--- src/rtl/ins_fetcher_if.sv ---
// ins_fetcher_if: decoder-side and icache-side signals of the instruction fetch unit.
// The master modport is the fetch unit itself.
// The slave modport is its environment: the decoder, the ROB and the instruction cache.
interface ins_fetcher_if;
  // decoder side
  logic        ins_ready;
  logic [31:0] ins;
  logic [31:0] pc;
  logic        IFetcher_stall;
  logic        IFetcher_clear;
  logic [31:0] IFetcher_new_addr;
  // ROB flush
  logic        rob_clear;
  logic [31:0] rob_new_addr;
  // instruction cache / memory controller side
  logic        icache_req;
  logic [31:0] icache_addr;
  logic        icache_ready;
  logic [31:0] icache_data;

  modport master (
    output ins_ready, ins, pc, icache_req, icache_addr,
    input  IFetcher_stall, IFetcher_clear, IFetcher_new_addr,
    input  rob_clear, rob_new_addr, icache_ready, icache_data
  );

  modport slave (
    input  ins_ready, ins, pc, icache_req, icache_addr,
    output IFetcher_stall, IFetcher_clear, IFetcher_new_addr,
    output rob_clear, rob_new_addr, icache_ready, icache_data
  );
endinterface

--- src/rtl/ins_fetcher.sv ---
// ins_fetcher: holds the fetch PC and issues one-word icache requests.
// Returned words are buffered together with their PC in a circular queue.
// The queue is presented to the decoder under a stall handshake.
// Decoder clears and ROB flushes empty the queue and restart fetch.
// A response still in flight when a redirect arrives is discarded.
// Optional feature macro: IFQ_BYPASS_EN.
//   When defined, a word arriving while the queue is empty is shown to the decoder
//   in the same cycle; if the decoder takes it, the word is never enqueued.
module ins_fetcher #(
  parameter int          QUEUE_DEPTH_BIT = 2,
  parameter logic [31:0] RESET_PC        = 32'h0
) (
  input  logic          clk_in,
  input  logic          rst_in,
  input  logic          rdy_in,
  ins_fetcher_if.master fetch_bus
);
  localparam int DEPTH = 1 << QUEUE_DEPTH_BIT;
  localparam logic [QUEUE_DEPTH_BIT:0] DEPTH_CNT = DEPTH[QUEUE_DEPTH_BIT:0];

  typedef enum logic [1:0] {
    ST_IDLE    = 2'd0,
    ST_REQ     = 2'd1,
    ST_DISCARD = 2'd2
  } state_t;

  state_t                     r_state;
  logic [31:0]                r_fpc;
  logic                       r_icache_req;
  logic [31:0]                r_icache_addr;
  logic [QUEUE_DEPTH_BIT-1:0] r_head;
  logic [QUEUE_DEPTH_BIT-1:0] r_tail;
  logic [QUEUE_DEPTH_BIT:0]   r_count;
  logic [31:0]                r_q_pc  [DEPTH];
  logic [31:0]                r_q_ins [DEPTH];

  state_t                     w_state_next;
  logic [31:0]                w_fpc_next;
  logic                       w_req_next;
  logic [31:0]                w_addr_next;
  logic                       w_redirect;
  logic [31:0]                w_target;
  logic                       w_q_valid;
  logic                       w_rsp;
  logic                       w_byp;
  logic                       w_pop;
  logic                       w_enq;
  logic [DEPTH-1:0]           w_we;

  // The ROB flush outranks a decoder clear that arrives in the same cycle.
  assign w_redirect = fetch_bus.rob_clear | fetch_bus.IFetcher_clear;
  assign w_target   = fetch_bus.rob_clear ? fetch_bus.rob_new_addr : fetch_bus.IFetcher_new_addr;

  assign w_q_valid = (r_count != '0);
  // A response for the live request.
  // A response that arrives in DISCARD is never counted here.
  assign w_rsp     = (r_state == ST_REQ) & fetch_bus.icache_ready;

`ifdef IFQ_BYPASS_EN
  assign w_byp = ~w_q_valid & w_rsp & ~w_redirect & rdy_in;
`else
  assign w_byp = 1'b0;
`endif

  // The head only leaves the queue when the fetch unit is running.
  assign w_pop = w_q_valid & ~fetch_bus.IFetcher_stall & rdy_in;
  // A bypassed word that the decoder accepted does not also go into the queue.
  assign w_enq = w_rsp & ~w_redirect & ~(w_byp & ~fetch_bus.IFetcher_stall);

  assign fetch_bus.ins_ready   = w_q_valid | w_byp;
  assign fetch_bus.ins         = w_byp ? fetch_bus.icache_data : r_q_ins[r_head];
  assign fetch_bus.pc          = w_byp ? r_icache_addr         : r_q_pc[r_head];
  assign fetch_bus.icache_req  = r_icache_req;
  assign fetch_bus.icache_addr = r_icache_addr;

  // Per-entry write enables decoded from the tail pointer.
  generate
    for (genvar gi = 0; gi < DEPTH; gi++) begin : g_we
      assign w_we[gi] = w_enq & (r_tail == QUEUE_DEPTH_BIT'(gi));
    end
  endgenerate

  // Next-state logic for the fetch FSM: compute the request, the address and the fetch PC.
  always_comb begin
    w_state_next = r_state;
    w_fpc_next   = r_fpc;
    w_req_next   = r_icache_req;
    w_addr_next  = r_icache_addr;
    case (r_state)
      ST_IDLE: begin
        if (w_redirect) begin
          w_fpc_next = w_target;
        end else if (r_count < DEPTH_CNT) begin
          w_addr_next  = r_fpc;
          w_req_next   = 1'b1;
          w_state_next = ST_REQ;
        end
      end
      ST_REQ: begin
        if (fetch_bus.icache_ready) begin
          w_req_next   = 1'b0;
          w_state_next = ST_IDLE;
          w_fpc_next   = w_redirect ? w_target : (r_fpc + 32'd4);
        end else if (w_redirect) begin
          // The old request stays on the bus until it completes; its data will be dropped.
          w_fpc_next   = w_target;
          w_state_next = ST_DISCARD;
        end
      end
      ST_DISCARD: begin
        if (w_redirect) begin
          w_fpc_next = w_target;
        end
        if (fetch_bus.icache_ready) begin
          w_req_next   = 1'b0;
          w_state_next = ST_IDLE;
        end
      end
      default: begin
        w_state_next = ST_IDLE;
        w_req_next   = 1'b0;
      end
    endcase
  end

  // FSM state, fetch PC and the registered request outputs; all of them are frozen while paused.
  always_ff @(posedge clk_in or negedge rst_in) begin
    if (!rst_in) begin
      r_state       <= ST_IDLE;
      r_fpc         <= RESET_PC;
      r_icache_req  <= 1'b0;
      r_icache_addr <= RESET_PC;
    end else if (rdy_in) begin
      r_state       <= w_state_next;
      r_fpc         <= w_fpc_next;
      r_icache_req  <= w_req_next;
      r_icache_addr <= w_addr_next;
    end
  end

  // Queue pointers and occupancy; a redirect empties the queue even if the head was consumed.
  always_ff @(posedge clk_in or negedge rst_in) begin
    if (!rst_in) begin
      r_head  <= '0;
      r_tail  <= '0;
      r_count <= '0;
    end else if (rdy_in) begin
      if (w_redirect) begin
        r_count <= '0;
        r_head  <= r_tail;
      end else begin
        if (w_enq) begin
          r_tail <= r_tail + 1'b1;
        end
        if (w_pop) begin
          r_head <= r_head + 1'b1;
        end
        case ({w_enq, w_pop})
          2'b10:   r_count <= r_count + 1'b1;
          2'b01:   r_count <= r_count - 1'b1;
          default: r_count <= r_count;
        endcase
      end
    end
  end

  // Queue storage: each entry holds a {pc, ins} pair, written at the tail slot.
  always_ff @(posedge clk_in or negedge rst_in) begin
    if (!rst_in) begin
      for (int i = 0; i < DEPTH; i++) begin
        r_q_pc[i]  <= '0;
        r_q_ins[i] <= '0;
      end
    end else if (rdy_in) begin
      for (int i = 0; i < DEPTH; i++) begin
        if (w_we[i]) begin
          r_q_pc[i]  <= r_icache_addr;
          r_q_ins[i] <= fetch_bus.icache_data;
        end
      end
    end
  end
endmodule

--- src/flat_wrapper.sv ---
// flat-port wrapper written by rule: the top's interface ports become plain ports
module ins_fetcher_flat 
#(
  parameter int          QUEUE_DEPTH_BIT = 2,
  parameter logic [31:0] RESET_PC        = 32'h0
)
  (clk_in, rst_in, rdy_in, fetch_bus_ins_ready, fetch_bus_ins, fetch_bus_pc, fetch_bus_icache_req, fetch_bus_icache_addr, fetch_bus_IFetcher_stall, fetch_bus_IFetcher_clear, fetch_bus_IFetcher_new_addr, fetch_bus_rob_clear, fetch_bus_rob_new_addr, fetch_bus_icache_ready, fetch_bus_icache_data);
  ins_fetcher_if fetch_bus_i ();
  input  logic clk_in;
  input  logic rst_in;
  input  logic rdy_in;
  output wire logic [$bits(fetch_bus_i.ins_ready)-1:0] fetch_bus_ins_ready;
  output wire logic [$bits(fetch_bus_i.ins)-1:0] fetch_bus_ins;
  output wire logic [$bits(fetch_bus_i.pc)-1:0] fetch_bus_pc;
  output wire logic [$bits(fetch_bus_i.icache_req)-1:0] fetch_bus_icache_req;
  output wire logic [$bits(fetch_bus_i.icache_addr)-1:0] fetch_bus_icache_addr;
  input wire logic [$bits(fetch_bus_i.IFetcher_stall)-1:0] fetch_bus_IFetcher_stall;
  input wire logic [$bits(fetch_bus_i.IFetcher_clear)-1:0] fetch_bus_IFetcher_clear;
  input wire logic [$bits(fetch_bus_i.IFetcher_new_addr)-1:0] fetch_bus_IFetcher_new_addr;
  input wire logic [$bits(fetch_bus_i.rob_clear)-1:0] fetch_bus_rob_clear;
  input wire logic [$bits(fetch_bus_i.rob_new_addr)-1:0] fetch_bus_rob_new_addr;
  input wire logic [$bits(fetch_bus_i.icache_ready)-1:0] fetch_bus_icache_ready;
  input wire logic [$bits(fetch_bus_i.icache_data)-1:0] fetch_bus_icache_data;
  assign fetch_bus_ins_ready = fetch_bus_i.ins_ready;
  assign fetch_bus_ins = fetch_bus_i.ins;
  assign fetch_bus_pc = fetch_bus_i.pc;
  assign fetch_bus_icache_req = fetch_bus_i.icache_req;
  assign fetch_bus_icache_addr = fetch_bus_i.icache_addr;
  assign fetch_bus_i.IFetcher_stall = fetch_bus_IFetcher_stall;
  assign fetch_bus_i.IFetcher_clear = fetch_bus_IFetcher_clear;
  assign fetch_bus_i.IFetcher_new_addr = fetch_bus_IFetcher_new_addr;
  assign fetch_bus_i.rob_clear = fetch_bus_rob_clear;
  assign fetch_bus_i.rob_new_addr = fetch_bus_rob_new_addr;
  assign fetch_bus_i.icache_ready = fetch_bus_icache_ready;
  assign fetch_bus_i.icache_data = fetch_bus_icache_data;
  ins_fetcher #(.QUEUE_DEPTH_BIT(QUEUE_DEPTH_BIT), .RESET_PC(RESET_PC)) u_core (.clk_in(clk_in), .rst_in(rst_in), .rdy_in(rdy_in), .fetch_bus(fetch_bus_i));
endmodule
--- config.mk ---
export PLATFORM = sky130hd
export DESIGN_NAME = ins_fetcher_flat
export DESIGN_NICKNAME = d
export VERILOG_FILES = /design/src/rtl/ins_fetcher_if.sv /design/src/rtl/ins_fetcher.sv /design/src/flat_wrapper.sv
export SDC_FILE = /design/constraint.sdc
export NUM_CORES = 1
export LEC_CHECK = 0
export ABC_AREA = 1
export CORE_MARGIN = 3
export CORE_UTILIZATION = 25
export DETAILED_ROUTE_END_ITERATION = 12
export DONT_BUFFER_PORTS = 1
export GPL_TIMING_DRIVEN = 0
export PLACE_DENSITY_LB_ADDON = 0.25
export SETUP_SLACK_MARGIN = 0.1
export SLEW_MARGIN = 20
export SYNTH_ARGS = -nofsm -noshare
export SYNTH_HDL_FRONTEND = slang
export SYNTH_SLANG_ARGS = --single-unit
--- constraint.sdc ---
create_clock -name clk_in -period 2.2 [get_ports clk_in]
set_clock_uncertainty 0.15 [all_clocks]
set_input_delay 0.11 -clock clk_in [delete_from_list [all_inputs] [get_ports clk_in]]
set_output_delay 0.11 -clock clk_in [all_outputs]
set_load 0.1 [all_outputs]
======== Yosys cells after proc, flatten, opt, wreduce, memory -nomap -nowiden ========
Cells that the tools add are included.
word-level totals
  latch bits .............................. 0
  word-level logic and storage cells ...... 90
  memories kept ........................... 0
  bits in writable memories ............... 0
  bits in read-only memories .............. 0
  bits of input ports ..................... 103
  bits in registers ....................... 330
cells by class
  eq/ne operators ......................... 12
  add/sub/neg operators ................... 5
  multiply operators ...................... 0
  reduce and logical (&&, ||, !) cells .... 19
  order comparisons ....................... 2
  divide/modulo/power cells ............... 0
  bitwise operators ....................... 12
  shifts and indexed selects .............. 0
  mux-type cells .......................... 25
operator list
  operator                                                  count
  two-way mux 32 bit                                        8
  binary-select mux 32 bit (select 2 bit)                   2
  one-hot mux 32 bit (2 select lines)                       1
  adder 32 x 3 -> 32 bit, second input constant             1
  two-way mux 2 bit                                         7
  AND reduction 2 bit                                       7
  bitwise AND 1 bit                                         8
  equality test 2 bit, second input constant                4
  AND reduction 4 bit                                       2
  equality test 2 x 1 -> 1 bit, second input constant       3
  one-hot mux 2 bit (3 select lines)                        1
  one-hot mux 3 bit (2 select lines)                        1
  nonzero test 3 bit                                        2
  AND reduction 5 bit                                       1
  adder 2 x 1 -> 2 bit, second input constant               2
  logical NOT 2 bit                                         2
  inequality test 2 x 1 -> 1 bit, second input constant     2
  inequality test 2 bit, second input constant              2
  nonzero test 2 bit                                        2
  OR reduction 2 bit                                        2
  adder 3 x 1 -> 3 bit, second input constant               1
  greater-or-equal comparator 3 bit, second input constant  1
  less-than comparator 3 bit, second input constant         1
  two-way mux 1 bit                                         3
  other kinds (8)                                           9

======== Longest topological paths before layout ========
Gate-level depths: netlist of the first run.
  word-level depth ........................ 6
  depth in mapped cells ................... 14

======== Worst setup path before layout of the first run ========
Ideal clock, no wire load.
  kind .................................... register to output
  start ................................... register u_core.r_head[0]
  end ..................................... output fetch_bus_ins[25]
  slack ................................... -0.681 ns
  stages on the path, launching flop included .. 7
  arrival time ............................ 2.621 ns
  cell sequence ........................... dfrtp_1 > buf_2 > inv_1 > buf_2 > clkbuf_1 > o21ai_0 > o22ai_1
on the way
  cells in the longest elaborated chain, start to end .. 4
RTL lines
  element                                                RTL line            text
  start, declared                                        ins_fetcher.sv:31   logic [QUEUE_DEPTH_BIT-1:0] r_head;
  start signal, assigned                                 ins_fetcher.sv:150  r_head <= r_tail;
  start signal, assigned                                 ins_fetcher.sv:156  r_head <= r_head + 1'b1;
  NOT 2 -> 3 bit (not written as such)                   ins_fetcher.sv:71   assign fetch_bus.ins = w_byp ? fetch_bus.icache_data : r_q_ins[r_head];
  binary-select mux 32 bit (select 2 bit)                ins_fetcher.sv:71
  two-way mux 32 bit (not written as such) (2 in a row)  ins_fetcher.sv:71
  end, declared                                          flat_wrapper.sv:13  output wire logic [$bits(fetch_bus_i.ins)-1:0] fetch_bus_ins;
Every way passes these cells. The select of a mux whose other input is x is not followed.

======== Final worst setup path of the first run ========
  start ................................... register u_core.r_head[0]
  end ..................................... output fetch_bus_pc[17]
on the way
  cells in the longest elaborated chain, start to end .. 4
RTL lines
  element                                                RTL line            text
  NOT 2 -> 3 bit (not written as such)                   ins_fetcher.sv:72   assign fetch_bus.pc = w_byp ? r_icache_addr : r_q_pc[r_head];
  binary-select mux 32 bit (select 2 bit)                ins_fetcher.sv:72
  two-way mux 32 bit (not written as such) (2 in a row)  ins_fetcher.sv:72
  end, declared                                          flat_wrapper.sv:14  output wire logic [$bits(fetch_bus_i.pc)-1:0] fetch_bus_pc;
Every way passes these cells. The select of a mux whose other input is x is not followed.

==> results.cfg, run 1 <==
[run_status]
violations = hold timing, setup timing
status = complete, but fails checks

[critical_path]
crit_path_max_incr_delay_ns = 0.64
crit_required_ns = 1.94
critPathBufInv = 4
path_max_fanout = 7
end_kind = output port
start_kind = register
worstSetupPathType = reg -> out
critical_path.top_delay_family = compound AO/OA/AOI/OAI gates
cp_slowest_cell = o22ai_4
critPathArrivalTime_ns = 2.35
crit_top_cell = buf_12
cp_cell_sequence = buf_12 -> inv_12 -> buf_12 -> clkbuf_16 -> o21ai_4 -> o22ai_4

[logic_synthesis]
ys_ff_latch = 330
synth_area_um2 = 16000
synth_area_leaders = dfrtp_1 52%, nand2_1 10%, o21ai_0 5.6%
syn_nets = 1979
yosys_warnings = 0
yosysSeqAreaShare_pct = 51.6
synth_cell_types = 46
syn_avg_cell_area_um2 = 8.59
syn_inst = 1865
synth.top_cell.area_share_pct = 51.6
yosysTopAreaCell = dfrtp_1

[floorplan]
ios = 201
row_count = 92
fp.dieH_um = 259
die-area_um2 = 67100
initial_core_util_pct = 25.3
coreArea_um2 = 63200
die_x_um = 259

[final_layout]
n_fill_cell = 6440
mostFrequentLayoutCells = 422 x nand2_1, 328 x dfrtp_1, 209 x o21ai_1
n_antenna_cell = 0
fin_area_um2 = 21400
fin_cells = 2918
seq_area_um2 = 8260
layout-drive-gt1-share_pct = 22.3
syn_to_final_growth_pct = 33.8
num-nets-final = 2157
layout_commonest_cell = nand2_1
multiInputGateArea_um2 = 7680

[global_routing]
antenna_found_initial = 0
grt_max_degree = 331
overflow = 0
grt_usage_pct = 17.3
grt_pass1_vias = 14300
grt_pass1_wl_um = 89200

[power]
internal_power_mw = 16.4
p_leak_nw = 9.26
p_comb_share_pct = 46.3
switchingPower_mw = 18.1
vdd_drop_max_mv = 0.715
clkPwrFrac_pct = 18.4
p_per_area_nw_per_um2 = 1610
swShare_pct = 52.5
p_seq_share_pct = 35.4

[routing]
drt_iter0_drc = 949
drt-total-wl_um = 58900
vias = 14000
wl_per_cell_um = 20.2
firstDrtPassIters = 5
drtAntennaViolNets = 0
route.detailed.drc = 0
via_per_inst = 4.79

[place]
portBuffers = 0
hpwlAfterDp_um = 39300
dp_cells = 2711
placed_area_um2 = 18000
gp_congestion = 0.863

[timing]
finalCritPeriodShare_pct = 119
finalWorstSetupSlack_ns = -0.411
hold_viol = 330
slew_violations = 0
worst_hold_slack_ns = -0.882
timing.fmax_mhz = 383
setup_viol_count_final = 64
max_slew_margin_pct = 11.8
tightest_slew_ns = 1.32
rsz0062_at_grt = yes
fin_crit_ns = 2.61

[clocking]
cts_htree_levels = 2
cts_tree = done
cts_root_buffer = clkbuf_16
cts-buffers-inserted = 39
cts_buffer_depth = 3
clock_sinks = 330
worstSkewPairLatency_ns = 0.54
clk_pin_slew_ns = 0.06

[run]
max_cap_violations = 0

[min_path]
hold_path_class = in -> async
[area by class of cell]
type	instances	area share [%]
clock buffers	59	5.47
inverters	115	2.07
well taps	846	4.94
plain buffers	123	6.14
clock inverters	11	0.315
multi-input cells	1297	35.9
flip-flops and latches	330	38.6
repair buffers	137	6.65
[metal layers]
| layer | track usage, % | routed length, µm | up-vias | part of all wire (%) |
|---|---|---|---|---|
| met1 | 22.5 | 25300 | 6895 | 43 |
| met5 | 0 | 0 | - | 0 |
| met2 | 29.5 | 28700 | 415 | 49 |
| met3 | 3.75 | 3890 | 67 | 6.6 |
| li1 | - | - | 6596 | - |
| met4 | 3.93 | 1060 | 0 | 1.8 |
[cells in the mapped netlist (all sizes together)]
| cell type | instances |
|---|---|
| o21ai | 436 |
| nand2 | 431 |
| dfrtp | 330 |
| nor2 | 212 |
| inv | 115 |
| buf | 81 |
| o22ai | 66 |
| nand3 | 47 |
| clkbuf | 42 |
| a21oi | 26 |
| a31oi | 12 |
| ha | 10 |
| nand4 | 10 |
| nor3 | 6 |
| o211ai | 6 |
| a22oi | 4 |
| o21bai | 4 |
| a221oi | 3 |
| and2 | 3 |
| nand3b | 3 |
| or2 | 3 |
| o221ai | 2 |
| o311ai | 2 |
| o31ai | 2 |
| a21boi | 1 |
| a21o | 1 |
| a22o | 1 |
| a311oi | 1 |
| a32oi | 1 |
| fa | 1 |
| mux2i | 1 |
| o22a | 1 |
| xor2 | 1 |
[power by group through the flow]
stage / clock network, mW / logic [mW] / registers, mW
finish: 6.32 / 15.9 / 12.2
global route: 6.77 / 17.0 / 12.5
CTS: 6.52 / 15.9 / 12.2
detailed placement: 0 / 14.5 / 12.2
global placement: 0 / 14.4 / 12.1
floorplan: 0 / 12.2 / 11.6
[sequential cells by signal, summed over array words and instances (netlist names)]
name,cells
u_core.r_tail,2
u_core.r_state,2
u_core.fetch_bus.icache_addr,32
u_core.fetch_bus.icache_req,1
u_core.r_head,2
u_core.r_q_pc,128
u_core.r_count,3
u_core.r_q_ins,128
u_core.r_fpc,32
[logic make-up (layout without fill, tap and decap cells)]
kind of cell               Yosys count  after routing  synth area share (%)
AOI/OAI and AO/OA                  569            569                  20.8
xor gates and xnor gates             1              1                0.0547
DFF                                330            330                  51.6
muxes                                1              1                0.0625
buffers and inverters              238            445                  8.28
adders and majority gates           11             11                 0.906
and+or+nand+nor                    715            715                  18.3
[timing repair]
| action | 4_1_cts | 5_1_grt |
|---|---|---|
| hold buffers | 108 | 1 |
| hold endpoints to repair | 512 | 337 |
| setup buffers | 14 | 8 |
| gates resized for setup | 214 | 81 |
| setup endpoints to repair | 111 | 392 |
| gates cloned | 6 | 1 |
| pin swaps | 62 | 40 |
[final timing paths]
path | from | to | slack [ns] | cells past startpoint
setup / recovery | u_core.r_head[0] | fetch_bus_pc[17] | -0.41 | 6
hold / removal | rst_in | u_core.r_q_ins[120] | -0.88 | 0
setup reg to reg | u_core.r_count[1] | u_core.r_count[2] | 0.04 | 10
hold reg to reg | u_core.r_q_pc[34] | u_core.r_q_pc[34] | 0.32 | 2
max in group asynchronous | rst_in | u_core.r_head[0] | 1.65 | 0
min in group clk_in | fetch_bus_IFetcher_clear | u_core.r_fpc[19] | 0.05 | 4
[metrics by stage]
| stage | util (%) | hold slack, ns | total power, mW | TNS (ns) | setup WS (ns) |
|---|---|---|---|---|---|
| after floorplan | - | -0.336 | 23.8 | -0.0654 | -0.0654 |
| after global placement | 28.4 | -0.322 | 26.5 | -38.65 | -0.961 |
| after detailed placement | 28.4 | -0.323 | 26.7 | -38.82 | -0.946 |
| after CTS | 33.5 | -0.920 | 34.6 | -82.10 | -0.451 |
| after global routing | 33.9 | -0.923 | 36.3 | -26.85 | -0.463 |
| final | 33.9 | -0.882 | 34.4 | -23.03 | -0.411 |
Note: power is estimated with default switching activity, not from simulation.
==> inputs of run 2 (changes only) <==
GPL_TIMING_DRIVEN = unset   (was 0)
==> run 2 against run 1 <==
The flow still finishes with violations (hold timing, setup timing). Sequential power decreased by 18%. Critical path depth decreased by 2. Cell area increased by 5.0%. Register-to-register slack improved by 0.12 ns. Combinational power increased by 35%. Worst setup slack improved by 0.32 ns. Total power increased by 12%. Maximum frequency increased by 14%. Sequential cell count unchanged. Routed wire length decreased by 11%. Sequential share of layout area decreased by 1.8 points. Via count decreased by 0.75%.
==> results.cfg, run 2 (synthesis results as in run 1) <==
[power]
vdd_drop_max_mv = 0.828
p_comb_share_pct = 55.5
switchingPower_mw = 18.6
clkPwrFrac_pct = 18.5
p_per_area_nw_per_um2 = 1710
p_leak_nw = 9.66
total_power_mw = 38.6
internal_power_mw = 19.9
swShare_pct = 48.3
p_seq_share_pct = 25.9

[clocking]
cts_buffer_depth = 3
clk_pin_slew_ns = 0.06
worstSkewPairLatency_ns = 0.57
cts-buffers-inserted = 41
cts_root_buffer = clkbuf_16
cts_tree = done
cts_htree_levels = 2
clock_sinks = 330
postCtsHoldBufs = 113

[timing]
finalWorstSetupSlack_ns = -0.0914
hold_viol = 330
rsz0062_at_grt = yes
tightest_slew_ns = 1.08
max_slew_margin_pct = 28.0
tns_ns = -3.40
finalCritPeriodShare_pct = 104
fin_crit_ns = 2.29
worst_hold_slack_ns = -0.884
slew_violations = 0
setup_viol_count_final = 63
timing.fmax_mhz = 436

[run_status]
violations = hold timing, setup timing
status = complete, but fails checks

[min_path]
hold_path_class = in -> async

[floorplan]
die-area_um2 = 67100
row_count = 92
fp.dieH_um = 259
coreArea_um2 = 63200
die_x_um = 259
ios = 201
initial_core_util_pct = 25.3

[critical_path]
cp_cell_sequence = buf_16 -> o21ai_0 -> o22ai_4 -> buf_12
worstSetupPathType = reg -> out
start_kind = register
crit_required_ns = 1.94
end_kind = output port
path_max_fanout = 44
critical_path.top_delay_family = flip-flops
cp_slowest_cell = dfrtp_4
critPathArrivalTime_ns = 2.03
crit_path_max_incr_delay_ns = 0.57
critPathBufInv = 2

[final_layout]
fin_cells = 2939
n_fill_cell = 6323
layout-drive-gt1-share_pct = 22.8
syn_to_final_growth_pct = 40.4
fin_util_pct = 35.6
top_regs = u_core.r_q_ins (128), u_core.r_q_pc (128)
num-nets-final = 2174
layout_commonest_cell = nand2_1
mostFrequentLayoutCells = 422 x nand2_1, 326 x dfrtp_1, 276 x o21ai_1

[place]
gp_congestion = 0.857
dp_cells = 2721
portBuffers = 0
hpwlAfterDp_um = 30900
dp_worst_setup_slack_ns = 0.161

[global_routing]
overflow = 0
grt_pass1_vias = 13900
antenna_found_initial = 0
grt_usage_pct = 15.4
grt_max_degree = 331
grt_pass1_wl_um = 81600

[routing]
via_per_inst = 4.72
firstDrtPassIters = 7
drt_iter0_drc = 1034
wl_per_cell_um = 17.9
drtAntennaViolNets = 0
drt-total-wl_um = 52500
route.detailed.drc = 0
vias = 13900

[run]
max_cap_violations = 0
## run 2: changes by cell type in the layout (fill, tap and decap cells not counted), moves of 17 or more
cell and delta:
buf_4 +32, buf_12 +75, o21ai_0 -58, clkbuf_4 -17, buf_6 -49, o21ai_1 +67
## run 2: power by group through the flow
stage	Sequential [mW]	Clock (mW)	Combinational [mW]
global route	10.3	7.66	22.6
detailed placement	9.93	0	20.0
floorplan	11.6	0	12.2
global placement	9.88	0	19.8
CTS	9.88	7.43	20.9
finish	10.0	7.14	21.4
## run 2: path summary, 6_finish.rpt
kind | startpoint | to | slack (ns) | cells after the start
min in group clk_in | fetch_bus_rob_clear | u_core.r_fpc[15] | 0.07 | 3
worst max-delay path | u_core.r_head[0] | fetch_bus_pc[23] | -0.09 | 4
max in group asynchronous | rst_in | u_core.r_head[1] | 1.87 | 0
worst min register to register | u_core.r_q_pc[92] | u_core.r_q_pc[92] | 0.33 | 2
worst max register to register | u_core.r_state[1] | u_core.r_q_ins[50] | 0.16 | 8
worst min-delay path | rst_in | u_core.r_q_ins[120] | -0.88 | 0
## run 2: timing repair
action                                  CTS  global route
endpoints found under the hold margin   521           330
endpoints found under the setup margin   64           263
buffers inserted                          8             8
gates cloned                              5             8
gates resized for setup                  64           153
pin swaps                                 3            38
## run 2: through the flow
step / instance area [µm²] / hold WS, ns
finish: 22500 / -0.884
global route: 22500 / -0.926
CTS: 22000 / -0.942
detailed placement: 19100 / -0.322
global placement: 19100 / -0.322
floorplan: 16900 / -0.336
## run 2: cell type report
class	instances	area [µm²]	share of cell area, %
Sequential cell	330	8270	36.8
Multi-Input combinational cell	1297	7600	33.8
Timing Repair Buffer	275	3680	16.4
Clock buffer	60	1230	5.46
Tap cell	846	1060	4.71
Inverter	115	449	2.00
Clock inverter	15	211	0.940
Antenna cell	1	2.50	0.0111
## run 2: worst reg2reg max path, stage by stage (launching register included)
cell and delay [ns]:
dfrtp_1 0.42, inv_2 0.10, ha_4 0.14, nand3_4 0.12
nor2_8 0.30, nand2_8 0.08, buf_12 0.21, nand2_1 0.32
o21ai_2 0.06
## run 2: metal layers
| layer | track usage [%] | routed length [µm] | vias to the layer above |
|---|---|---|---|
| met4 | 3.79 | 853 | 0 |
| met5 | 0 | 0 | - |
| met1 | 21.2 | 24400 | 6814 |
| li1 | - | - | 6661 |
| met2 | 24.9 | 24500 | 341 |
| met3 | 2.89 | 2760 | 52 |
==> inputs of run 3 (changes only) <==
PLACE_DENSITY = 0.36   (was unset)
PLACE_DENSITY_LB_ADDON = unset   (was 0.25)
==> run 3 against run 2 <==
The flow still finishes with violations (hold timing, setup timing). Worst setup slack got worse by 0.019 ns. Non-clock buffer count increased by 17. Maximum frequency decreased by 0.81%. Global-route usage increased by 0.86 points. Hold slack got worse by 0.028 ns. Register-to-register slack improved by 0.03 ns. Final cell count increased by 0.75%. Total power increased by 2.8%. Routed wire length increased by 8.5%. Sequential power about the same. Count of clock-buffer cells in the layout increased by 6. First-iteration DRC count decreased by 21%. Largest cell class unchanged. Largest power group unchanged.
==> results.cfg, run 3 (synthesis results as in run 1) <==
[run_status]
status = complete, but fails checks
violations = hold timing, setup timing

[timing]
worst_hold_slack_ns = -0.912
tns_ns = -5.55
timing.fmax_mhz = 433
slew_violations = 0
hold_viol = 330
setup_viol_count_final = 64
max_slew_margin_pct = 48.7
finalCritPeriodShare_pct = 105
tightest_slew_ns = 0.770
fin_crit_ns = 2.31
rsz0062_at_grt = yes
finalWorstSetupSlack_ns = -0.110

[routing]
firstDrtPassIters = 5
drt_iter0_drc = 819
drtAntennaViolNets = 0
route.detailed.drc = 0
via_per_inst = 4.64
wl_per_cell_um = 19.2
drt-total-wl_um = 56900
vias = 13700

[final_layout]
fin_cells = 2961
top_regs = u_core.r_q_ins (128), u_core.r_q_pc (128)
n_antenna_cell = 0
mostFrequentLayoutCells = 423 x nand2_1, 326 x dfrtp_1, 285 x o21ai_1
syn_to_final_growth_pct = 43.5
layout-drive-gt1-share_pct = 23.5
num-nets-final = 2195
fin_area_um2 = 23000
layout_commonest_cell = nand2_1

[global_routing]
grt_max_degree = 331
grt_pass1_wl_um = 84700
grt_pass1_vias = 13900
overflow = 0
grt_usage_pct = 16.2
antenna_found_initial = 0

[clocking]
cts_tree = done
worstSkewPairLatency_ns = 0.57
cts-buffers-inserted = 44
clock_sinks = 330
cts_buffer_depth = 3
cts_root_buffer = clkbuf_16
clk_pin_slew_ns = 0.06
cts_htree_levels = 2
postCtsHoldBufs = 116

[floorplan]
initial_core_util_pct = 25.3
die_x_um = 259
ios = 201
fp.dieH_um = 259
row_count = 92
coreArea_um2 = 63200
die-area_um2 = 67100

[critical_path]
start_kind = register
path_max_fanout = 7
cp_cell_sequence = inv_12 -> buf_6 -> buf_16 -> nor2_1 -> o22ai_4 -> buf_12
crit_required_ns = 1.94
critPathArrivalTime_ns = 2.05
worstSetupPathType = reg -> out
cp_slowest_cell = dfrtp_4
end_kind = output port
critical_path.top_delay_family = buffers and inverters
critPathBufInv = 4
crit_path_max_incr_delay_ns = 0.55

[place]
gp_congestion = 0.801
portBuffers = 0
hpwlAfterDp_um = 31500
placed_area_um2 = 19100
dp_cells = 2719
dp_worst_setup_slack_ns = -0.00862

[run]
max_cap_violations = 0

[power]
p_leak_nw = 9.92
p_per_area_nw_per_um2 = 1720
vdd_drop_max_mv = 0.904

[min_path]
hold_path_class = in -> async
==> run 3: cell count changes in the layout (fill, tap and decap cells not counted), moves of 4 or more <==
| cell | before | now |
|---|---|---|
| clkbuf_1 | 6 | 10 |
| o21ai_1 | 276 | 285 |
| nor2_4 | 8 | 13 |
| o21ai_2 | 96 | 100 |
| buf_16 | 9 | 16 |
| o21ai_0 | 61 | 51 |
| nor2_1 | 169 | 162 |
| clkbuf_16 | 48 | 59 |
==> run 3: area by class of cell <==
class / count / area (µm²)
Fill cell: 6387 / 40200
Timing Repair inverter: 1 / 5.00
Inverter: 115 / 450
Multi-Input combinational cell: 1297 / 7610
Clock inverter: 14 / 209
Timing Repair Buffer: 292 / 4070
Clock buffer: 66 / 1320
Tap cell: 846 / 1060
Sequential cell: 330 / 8270
==> run 3: where the power goes <==
part	switching, mW	internal, mW
logic	14.4	7.63
clock network	2.82	4.71
registers	1.68	8.32
==> run 3: final timing paths <==
path | cells after the start | from | end | slack, ns
worst min register to register | 2 | u_core.r_q_pc[28] | u_core.r_q_pc[28] | 0.33
worst min-delay path | 0 | rst_in | u_core.r_q_ins[119] | -0.91
max in group asynchronous | 0 | rst_in | u_core.r_q_ins[96] | 2.15
min in group clk_in | 3 | fetch_bus_rob_clear | u_core.r_fpc[0] | 0.08
worst max register to register | 6 | u_core.r_state[1] | u_core.fetch_bus.icache_req | 0.19
worst max-delay path | 6 | u_core.r_head[0] | fetch_bus_pc[16] | -0.11
==> run 3: routing by layer <==
layer / part of all wire, % / vias to the layer above / global-route usage, %
li1: - / 6706 / -
met1: 48 / 6691 / 22.4
met2: 47 / 288 / 26.8
met3: 4.1 / 61 / 2.89
met4: 1.6 / 0 / 3.29
met5: 0 / - / 0
==> run 3: stage by stage <==
step | util [%] | power (mW) | hold WS, ns
global placement | 30.2 | 30.0 | -0.318
global route | 36.4 | 41.7 | -0.951
finish | 36.4 | 39.6 | -0.912
floorplan | - | 23.8 | -0.336
detailed placement | 30.2 | 30.1 | -0.318
CTS | 35.2 | 39.1 | -0.947
==> run 3: worst reg2reg max path, stage by stage (launching register included) <==
cell and delay [ns]:
dfrtp_1 0.39, inv_1 0.10, ha_1 0.26, inv_2 0.14
nand3_1 0.08, dlygate4sd3_1 0.55, a22o_1 0.23
==> run 3: repair_timing <==
item / 4_1_cts / 5_1_grt
gates cloned: 10 / 16
pin swaps: 8 / 31
hold endpoints to repair: 530 / 330
buffers inserted: 10 / 10
gates resized for setup: 121 / 118
setup endpoints to repair: 69 / 91
